`src/rtl/keypad_emulator_if.sv`:
```
// Key-code producer handshake into the keypad emulator.
// Latency: none, wires only.
// Backpressure: producer holds key_valid/key_in until key_ready is high at a clock edge.
interface keypad_emulator_if;
    logic [3:0] key_in;
    logic       key_valid;
    logic       key_ready;

    modport master (output key_in, output key_valid, input key_ready);
    modport slave  (input key_in, input key_valid, output key_ready);
endinterface

```
`src/rtl/keypad_emulator.sv`:
```
// Replays queued key codes as 4x4 matrix presses, answering the scanner's col drive on fila.
// Latency: a push into an empty queue is pressed after the next edge; HOLD clocks pressed, GAP clocks released.
// Backpressure: key_ready drops when the queue is full; key_valid while full is ignored.
module keypad_emulator #(
    parameter int DEPTH       = 4,
    parameter int HOLD_CYCLES = 1000000,
    parameter int GAP_CYCLES  = 500000,
    parameter int CNT_W       = 24,
    parameter bit ACT_LOW     = 1'b1
) (
    input  logic                   clk,
    input  logic                   rst,
    keypad_emulator_if.slave       key,
    input  logic [3:0]             col,
    output logic [3:0]             fila,
    output logic                   pressed,
    output logic [3:0]             key_cur,
    output logic                   busy,
    output logic [$clog2(DEPTH):0] fifo_count
);
    localparam int               PW       = $clog2(DEPTH);
    localparam logic [PW:0]      FULL_CNT = (PW+1)'(DEPTH);
    localparam logic [CNT_W-1:0] HOLD_LD  = CNT_W'(HOLD_CYCLES - 1);
    localparam logic [CNT_W-1:0] GAP_LD   = CNT_W'(GAP_CYCLES - 1);
    localparam logic [3:0]       IDLE_LVL = {4{ACT_LOW}};

    typedef enum logic [1:0] {
        S_IDLE  = 2'd0,
        S_PRESS = 2'd1,
        S_GAP   = 2'd2
    } state_t;

    state_t           state;
    state_t           state_nxt;
    logic [3:0]       mem [DEPTH];
    logic [PW-1:0]    wr_ptr;
    logic [PW-1:0]    rd_ptr;
    logic [CNT_W-1:0] cnt;
    logic             push;
    logic             pop;
    logic             cnt_zero;
    logic             col_hit;

    // ready is a pure function of occupancy so there is no path from key_valid
    assign key.key_ready = (fifo_count != FULL_CNT);
    assign push          = key.key_valid & key.key_ready;
    assign pop           = (state == S_IDLE) && (fifo_count != '0);
    assign cnt_zero      = (cnt == '0);

    // Queue storage; entries are only read when counted valid, so no reset
    always_ff @(posedge clk) begin
        if (push) begin
            mem[wr_ptr] <= key.key_in;
        end
    end

    // Queue pointers (wrap modulo DEPTH) and occupancy
    always_ff @(posedge clk or negedge rst) begin
        if (!rst) begin
            wr_ptr     <= '0;
            rd_ptr     <= '0;
            fifo_count <= '0;
        end else begin
            if (push) wr_ptr <= wr_ptr + 1'b1;
            if (pop)  rd_ptr <= rd_ptr + 1'b1;
            case ({push, pop})
                2'b10:   fifo_count <= fifo_count + 1'b1;
                2'b01:   fifo_count <= fifo_count - 1'b1;
                default: ;
            endcase
        end
    end

    // State register
    always_ff @(posedge clk or negedge rst) begin
        if (!rst) state <= S_IDLE;
        else      state <= state_nxt;
    end

    // Next-state: take a key when one is queued, then hold, then release
    always_comb begin
        state_nxt = state;
        case (state)
            S_IDLE:  if (fifo_count != '0) state_nxt = S_PRESS;
            S_PRESS: if (cnt_zero)         state_nxt = S_GAP;
            S_GAP:   if (cnt_zero)         state_nxt = S_IDLE;
            default:                       state_nxt = S_IDLE;
        endcase
    end

    // Hold/gap counter and latched key code; counter stops at zero, never wraps
    always_ff @(posedge clk or negedge rst) begin
        if (!rst) begin
            cnt     <= '0;
            key_cur <= '0;
        end else begin
            case (state)
                S_IDLE: begin
                    if (pop) begin
                        key_cur <= mem[rd_ptr];
                        cnt     <= HOLD_LD;
                    end
                end
                S_PRESS: cnt <= cnt_zero ? GAP_LD : cnt - 1'b1;
                S_GAP:   if (!cnt_zero) cnt <= cnt - 1'b1;
                default: cnt <= '0;
            endcase
        end
    end

    // Outputs: the selected row follows the selected column combinationally,
    // like a closed switch; other column bits are ignored
    always_comb begin
        pressed = (state == S_PRESS);
        busy    = (state != S_IDLE) || (fifo_count != '0);
        col_hit = (col[key_cur[1:0]] != ACT_LOW);
        fila    = IDLE_LVL;
        if (pressed && col_hit) begin
            fila[key_cur[3:2]] = ~ACT_LOW;
        end
    end
endmodule

```
`src/flat_wrapper.sv`:
```
// flat-port wrapper written by rule: the top's interface ports become plain ports
module keypad_emulator_flat 
#(
    parameter int DEPTH       = 4,
    parameter int HOLD_CYCLES = 1000000,
    parameter int GAP_CYCLES  = 500000,
    parameter int CNT_W       = 24,
    parameter bit ACT_LOW     = 1'b1
)
  (clk, rst, col, fila, pressed, key_cur, busy, fifo_count, key_key_in, key_key_valid, key_key_ready);
  keypad_emulator_if key_i ();
  input  logic clk;
  input  logic rst;
  input  logic [3:0] col;
  output logic [3:0] fila;
  output logic pressed;
  output logic [3:0] key_cur;
  output logic busy;
  output logic [$clog2(DEPTH):0] fifo_count;
  input wire logic [$bits(key_i.key_in)-1:0] key_key_in;
  input wire logic [$bits(key_i.key_valid)-1:0] key_key_valid;
  output wire logic [$bits(key_i.key_ready)-1:0] key_key_ready;
  assign key_i.key_in = key_key_in;
  assign key_i.key_valid = key_key_valid;
  assign key_key_ready = key_i.key_ready;
  keypad_emulator #(.DEPTH(DEPTH), .HOLD_CYCLES(HOLD_CYCLES), .GAP_CYCLES(GAP_CYCLES), .CNT_W(CNT_W), .ACT_LOW(ACT_LOW)) u_core (.clk(clk), .rst(rst), .key(key_i), .col(col), .fila(fila), .pressed(pressed), .key_cur(key_cur), .busy(busy), .fifo_count(fifo_count));
endmodule
```
`config.mk`:
```
export PLATFORM = sky130hd
export DESIGN_NAME = keypad_emulator_flat
export DESIGN_NICKNAME = d
export VERILOG_FILES = /design/src/rtl/keypad_emulator_if.sv /design/src/rtl/keypad_emulator.sv /design/src/flat_wrapper.sv
export SDC_FILE = /design/constraint.sdc
export NUM_CORES = 1
export LEC_CHECK = 0
export ABC_CLOCK_PERIOD_IN_PS = 3100
export CAP_MARGIN = 20
export CORE_MARGIN = 2
export CORE_UTILIZATION = 58
export CTS_CLUSTER_SIZE = 28
export DETAILED_ROUTE_END_ITERATION = 7
export GPL_TIMING_DRIVEN = 0
export HOLD_SLACK_MARGIN = 0.15
export PLACE_DENSITY = 0.8
export RECOVER_POWER = 25
export SKIP_LAST_GASP = 1
export SYNTH_ARGS = -nofsm -noshare
export SYNTH_HDL_FRONTEND = slang
export SYNTH_SLANG_ARGS = --single-unit
```
`constraint.sdc`:
```
create_clock -name clk -period 3.1 [get_ports clk]
set_input_delay 0.31 -clock clk [delete_from_list [all_inputs] [get_ports clk]]
set_output_delay 0.31 -clock clk [all_outputs]
set_load 0.03 [all_outputs]
```
== After elaboration in Yosys (flattened, before gate mapping) ==
Memories as Yosys holds them, arrays and structs flattened. A register that Yosys moved wholly into a read port is not among the register bits.
Cells that the tools add are included.

* Flip-flop bits (word level): 33
* RAM bits: 16
* Input bits: 11
* Output and inout bits: 14
* Word-level logic and storage cells: 56
* Memories: 1

{| class="wikitable"
|+ Memory list
! memory !! depth !! bits a word !! rd ports !! clocked after memory_dff !! write ports !! line !! text
|-
| u_core.mem || 4 || 4 || 1 || 1 || 1 || keypad_emulator.sv:35 || <nowiki>logic [3:0] mem [DEPTH];</nowiki>
|}

* Add/sub/neg operators: 5
* Magnitude comparators: 3
* Equal/unequal tests: 10
* Multiplexer cells: 16
* Bitwise logic cells: 3
* Reductions and logical operators: 13

{| class="wikitable"
|+ Operator list
! operator !! count
|-
| $mux 24 || 3
|-
| $pmux 24 s3 || 1
|-
| $logic_not 24->1 || 1
|-
| $sub 24x1->24 const B || 1
|-
| $lt 2x3->1 const B || 2
|-
| $mux 2 || 3
|-
| $ne 2x1->1 const B || 3
|-
| $pmux 2 s3 || 1
|-
| $pmux 3 s2 || 1
|-
| $add 2x1->2 const B || 2
|-
| $eq 2x1->1 const B || 2
|-
| $eq 2x2->1 const B || 2
|-
| $mux 1 || 4
|-
| $mux 4 || 1
|-
| $ne 2x2->1 const B || 2
|-
| $not 4->4 || 1
|-
| $reduce_and 2->1 || 2
|-
| $reduce_bool 2->1 || 2
|-
| $add 3x1->3 const B || 1
|-
| $logic_and 1x1->1 || 3
|-
| $ne 3x3->1 const B || 1
|-
| $reduce_and 3->1 || 1
|-
| $reduce_bool 3->1 || 1
|-
| $sub 3x1->3 const B || 1
|-
| 8 further kinds || 8
|}

== Longest topological paths before layout ==
Gate-level depths: netlist (run 1).

* Word-level depth: 6
* Gate-level depth with buffers: 13
* Mapped depth without buffers: 11

== Worst setup path after synthesis (run 1) ==
Ideal clock, no wire load.

* Kind: register to register
* Start: reg u_core.fifo_count[0]
* End: reg u_core.fifo_count[2]
* Arrival time: 2.327 ns
* Required time: 2.963 ns
* Path slack: 0.636 ns
* Stages on the path, launching flop included: 13
* Path through: dfrtp_1 -> nor3_1 -> and2_1 -> buf_2 -> inv_1 -> nand2_1 -> clkinv_1 -> ha_1 -> inv_1 -> fa_1 -> xor2_1 -> nor2_1 -> xor2_1

* Longest elaborated chain between the ends: 4
* Elaborated cells between the ends (all ways): 10
* Those cells by class: 2 x add/sub; 3 x eq/ne; 1 x mux; 1 x bitwise; 3 x reduce/logical

{| class="wikitable"
|+ Ends and longest elaborated chain
! what !! line !! text
|-
| start: declaration || keypad_emulator.sv:19 || <nowiki>output logic [$clog2(DEPTH):0] fifo_count</nowiki>
|-
| start signal: assignment || keypad_emulator.sv:67 || <nowiki>2'b10: fifo_count <= fifo_count + 1'b1;</nowiki>
|-
| start signal: assignment || keypad_emulator.sv:68 || <nowiki>2'b01: fifo_count <= fifo_count - 1'b1;</nowiki>
|-
| $reduce_bool 3->1 * || keypad_emulator.sv:47 || <nowiki>assign pop = (state == S_IDLE) && (fifo_count != '0);</nowiki>
|-
| $logic_and 1x1->1 * || keypad_emulator.sv:47 ||
|-
| named net u_core.pop || keypad_emulator.sv:40 || <nowiki>logic pop;</nowiki>
|-
| $eq 2x1->1 / $eq 2x2->1 (equally long branches) || keypad_emulator.sv:66 || <nowiki>case ({push, pop})</nowiki>
|-
| $pmux 3 s2 / $reduce_bool 2->1 (equally long branches) || -- ||
|}

The timed path passes the listed nets; every way through them passes the cells marked *.
A chain may end at the register's enable or synchronous reset.

== Worst setup path after layout (run 1) ==
* Start: reg u_core.fifo_count[1]
* End: reg u_core.fifo_count[2]

The elaborated chain is that of the path after synthesis.

==> results.json, run 1 <==
{
  "status": "finished, violations left",
  "failed_checks": "capacitance limit, slew limit",
  "clockRootBuffer": "clkbuf_8",
  "mostFrequentLayoutCells": "37 x dfrtp_1, 27 x nor2_1, 23 x nand2_1, 19 x a21oi_1, 19 x clkdlybuf4s50_1",
  "peakVddDrop_mv": 0.512,
  "overflow": 0,
  "cts_buffers": 5,
  "setup_viol": 0,
  "fin_setup_tns_ns": 0,
  "post_drt_via_cell_ratio": 5.88,
  "crit_chain": "nor3_1 > and2_1 > buf_2 > inv_1 > nand2_1 > clkinv_1 > ha_1 > inv_1 > fa_1 > xor2_1 > nor2_1 > xor2_1",
  "dieArea_mm2": 0.00576,
  "ant_nets": 0,
  "path_max_fanout": 9,
  "hold_depth": 1,
  "start_util_pct": 59.5,
  "avgSynthCellArea_um2": 10.5,
  "grt_max_degree": 38,
  "ys_seq_area_share_pct": 46.9,
  "highest_layer": "met4",
  "skew_ns": 0.00669,
  "routed_wl_mm": 6.21,
  "grt_pass1_wl_mm": 10.6,
  "cp_data_arrival_time_ns": 3.02,
  "fmax_mhz": 354,
  "synth_fp_nets": 304,
  "grt_antenna_before_repair": 0,
  "yosysWarnings": 0,
  "synth_edf_count": 16,
  "relSlewSlack_pct": -35.3,
  "end_kind": "flip-flop",
  "worstSetupPathType": "flip-flop to flip-flop",
  "drc": 0,
  "synth_seq_cells": 53,
  "insertedDiodeCount": 0,
  "path_clk_slew_ns": 0.10,
  "drt-met1-wl_mm": 2.79,
  "cts.path.max_buffers": 2,
  "synth_top_family_by_area": "simple AND/OR/NAND/NOR gates",
  "rr_endpoint": "u_core.fifo_count[2]$_DFFE_PN0P_",
  "synth_xor_area_share_pct": 5.55,
  "fin_crit_ns": 2.83,
  "rows": 26,
  "drt_iter0_drc": 254,
  "worst_path_max_delay_cell": "dfrtp_1",
  "cp-start-kind": "flip-flop",
  "r2r_slack_ns": 0.27,
  "yosys.area_share.simple_pct": 24.2,
  "boundaryPins": 25,
  "synth_area_mm2": 0.00300,
  "hold_violations": 0,
  "dp_hpwl_mm": 4.42,
  "wl_per_cell_um": 16.0,
  "htreeDepth": 2,
  "synth-main-ff-cell": "dfrtp_1",
  "hp-start": "u_core.fifo_count[2]$_DFFE_PN0P_",
  "slowest_delay_ns": 0.42,
  "p_leak_uw": 0.00135,
  "worst_slew_pin_slew_ns": 2.03,
  "fin_nets": 336,
  "synth_compound_area_share_pct": 10.3,
  "grt_pass1_vias": 2210,
  "cap_violations": 1,
  "drive_above_1_share_pct": 14.8,
  "firstDrtPassIters": 5,
  "clk_latency_ns": 0.31,
  "die_x_um": 75.9,
  "wl_met3_um": 408,
  "crit_required_ns": 3.30,
  "portBuffers": 24,
  "areaGrowthSynthToFinish_pct": 14.0,
  "finalCritPeriodShare_pct": 91.2,
  "vias": 2282,
  "min-delay-path-class": "flip-flop to flip-flop",
  "cts_tree": "built",
  "min_to": "u_core.fifo_count[2]$_DFFE_PN0P_",
  "synth_cells": 285,
  "die_h_um": 75.9,
  "rsz0062_at_grt": "no",
  "synth.area.mux_share_pct": 5.17,
  "yosys.cell_types.count": 55,
  "clock_sinks": 53,
  "drv_slew": 38,
  "reg2reg_depth": 12,
  "power_density_mw_per_mm2": 450,
  "synth_async_sr_flop_share_pct": 69.8,
  "gp_congestion": 0.888,
  "final_common_cell": "dfrtp_1",
  "dr_wl_met2_mm": 2.94,
  "grt_use_total_pct": 22.9,
  "synthAdderAreaFrac_pct": 3.59,
  "holdWs_ns": 0.535,
  "coreArea_mm2": 0.00504,
  "r2r-start": "u_core.fifo_count[1]$_DFFE_PN0P_"
}
-- worst max path at each step --
stage | start | to | slack, ns | cells after the start
after floorplan | u_core.fifo_count[0]$_DFFE_PN0P_ | u_core.fifo_count[2]$_DFFE_PN0P_ | 0.64 | 12
after global placement | u_core.fifo_count[0]$_DFFE_PN0P_ | u_core.fifo_count[2]$_DFFE_PN0P_ | 0.31 | 12
after detailed placement | u_core.fifo_count[0]$_DFFE_PN0P_ | u_core.fifo_count[2]$_DFFE_PN0P_ | 0.33 | 12
after CTS | u_core.fifo_count[1]$_DFFE_PN0P_ | u_core.fifo_count[2]$_DFFE_PN0P_ | 0.31 | 12
after global routing | u_core.fifo_count[0]$_DFFE_PN0P_ | u_core.fifo_count[2]$_DFFE_PN0P_ | 0.03 | 12
final | u_core.fifo_count[1]$_DFFE_PN0P_ | u_core.fifo_count[2]$_DFFE_PN0P_ | 0.27 | 12
-- metrics by stage --
stage	area [µm²]	worst slack, ns	power [µW]	instances	utilization, %
after CTS	3420	0.310	1550	388	67.9
after global routing	3420	0.0323	1610	388	67.8
final	3420	0.272	1540	388	67.8
after global placement	3330	0.311	1150	379	66.0
after floorplan	3000	0.636	1040	285	-
after detailed placement	3320	0.335	1160	379	65.9
-- routing by layer --
layer  global-route usage (%)  up-vias
li1                         -     1087
met3                     4.76       11
met1                     32.0     1100
met5                        0        -
met2                     36.5       84
met4                     6.55        0
-- Yosys cell counts, drive strengths merged, types with 3 or more instances --
cell | number | area share (%)
dfrtp | 37 | 31
nor2 | 28 | 3.6
nand2 | 23 | 2.9
a21oi | 19 | 3.2
edfxtp | 16 | 16
nor3 | 15 | 2.5
xnor2 | 15 | 4.4
o21ai | 13 | 2.3
inv | 12 | 1.5
nor4 | 11 | 4.3
nand3 | 10 | 2.2
and3 | 8 | 1.7
buf | 8 | 2.3
ha | 7 | 2.9
mux4 | 5 | 3.8
or2 | 5 | 1.1
or3 | 5 | 1.4
and2 | 4 | 0.92
xor2 | 4 | 1.2
clkbuf | 3 | 0.38
nand4 | 3 | 0.83
o221a | 3 | 1.1
o22ai | 3 | 0.63
-- power breakdown --
part | internal [µW] | total (µW) | switching [µW]
Sequential | 801 | 841 | 40.8
Clock | 160 | 395 | 236
Combinational | 126 | 304 | 178
-- cell type report --
| cell class | instances | area, µm² |
|---|---|---|
| Sequential cell | 53 | 1410 |
| Tap cell | 70 | 87.6 |
| Fill cell | 414 | 1620 |
| Buffer | 11 | 81.3 |
| Timing Repair Buffer | 25 | 244 |
| Clock inverter | 3 | 20.0 |
| Inverter | 13 | 48.8 |
| Clock buffer | 5 | 68.8 |
| Multi-Input combinational cell | 208 | 1460 |
-- cell families after synthesis --
group,count (synthesis)
AND/OR/NAND/NOR,123
buffers and inverters,24
XOR/XNOR,19
flip-flops,53
multiplexers,9
adder cells (fa/ha/maj),8
AO/OA/AOI/OAI,49
-- flip-flops by register name, indices dropped and copies added (netlist names) --
| name | flops |
|---|---|
| u_core.cnt | 24 |
| u_core.mem | 16 |
| u_core.rd_ptr | 2 |
| u_core.wr_ptr | 2 |
| u_core.fifo_count | 3 |
| u_core.key_cur | 4 |
| u_core.state | 2 |
-- worst max-delay path, delay by kind of cell (launching register included) --
family	cells	cell delay (ns)
xor gates and xnor gates	2	0.29
adders and majority gates	2	0.49
buffers and inverters	4	0.68
DFF	1	0.42
and+or+nand+nor	4	0.84
-- repair_timing --
item	CTS	global route
resized for setup	0	0
hold buffers	1	0
endpoints found under the hold margin	37	0
setup endpoints to repair	0	0
buffers inserted	0	0
No activity file was read; power rests on OpenSTA's default activity.
==> run 2: changes to the inputs <==
Settings changed: ABC_CLOCK_PERIOD_IN_PS 3100 to default.
==> results of run 2 <==
Final layout, timing and power as in run 1 (identical DEF).
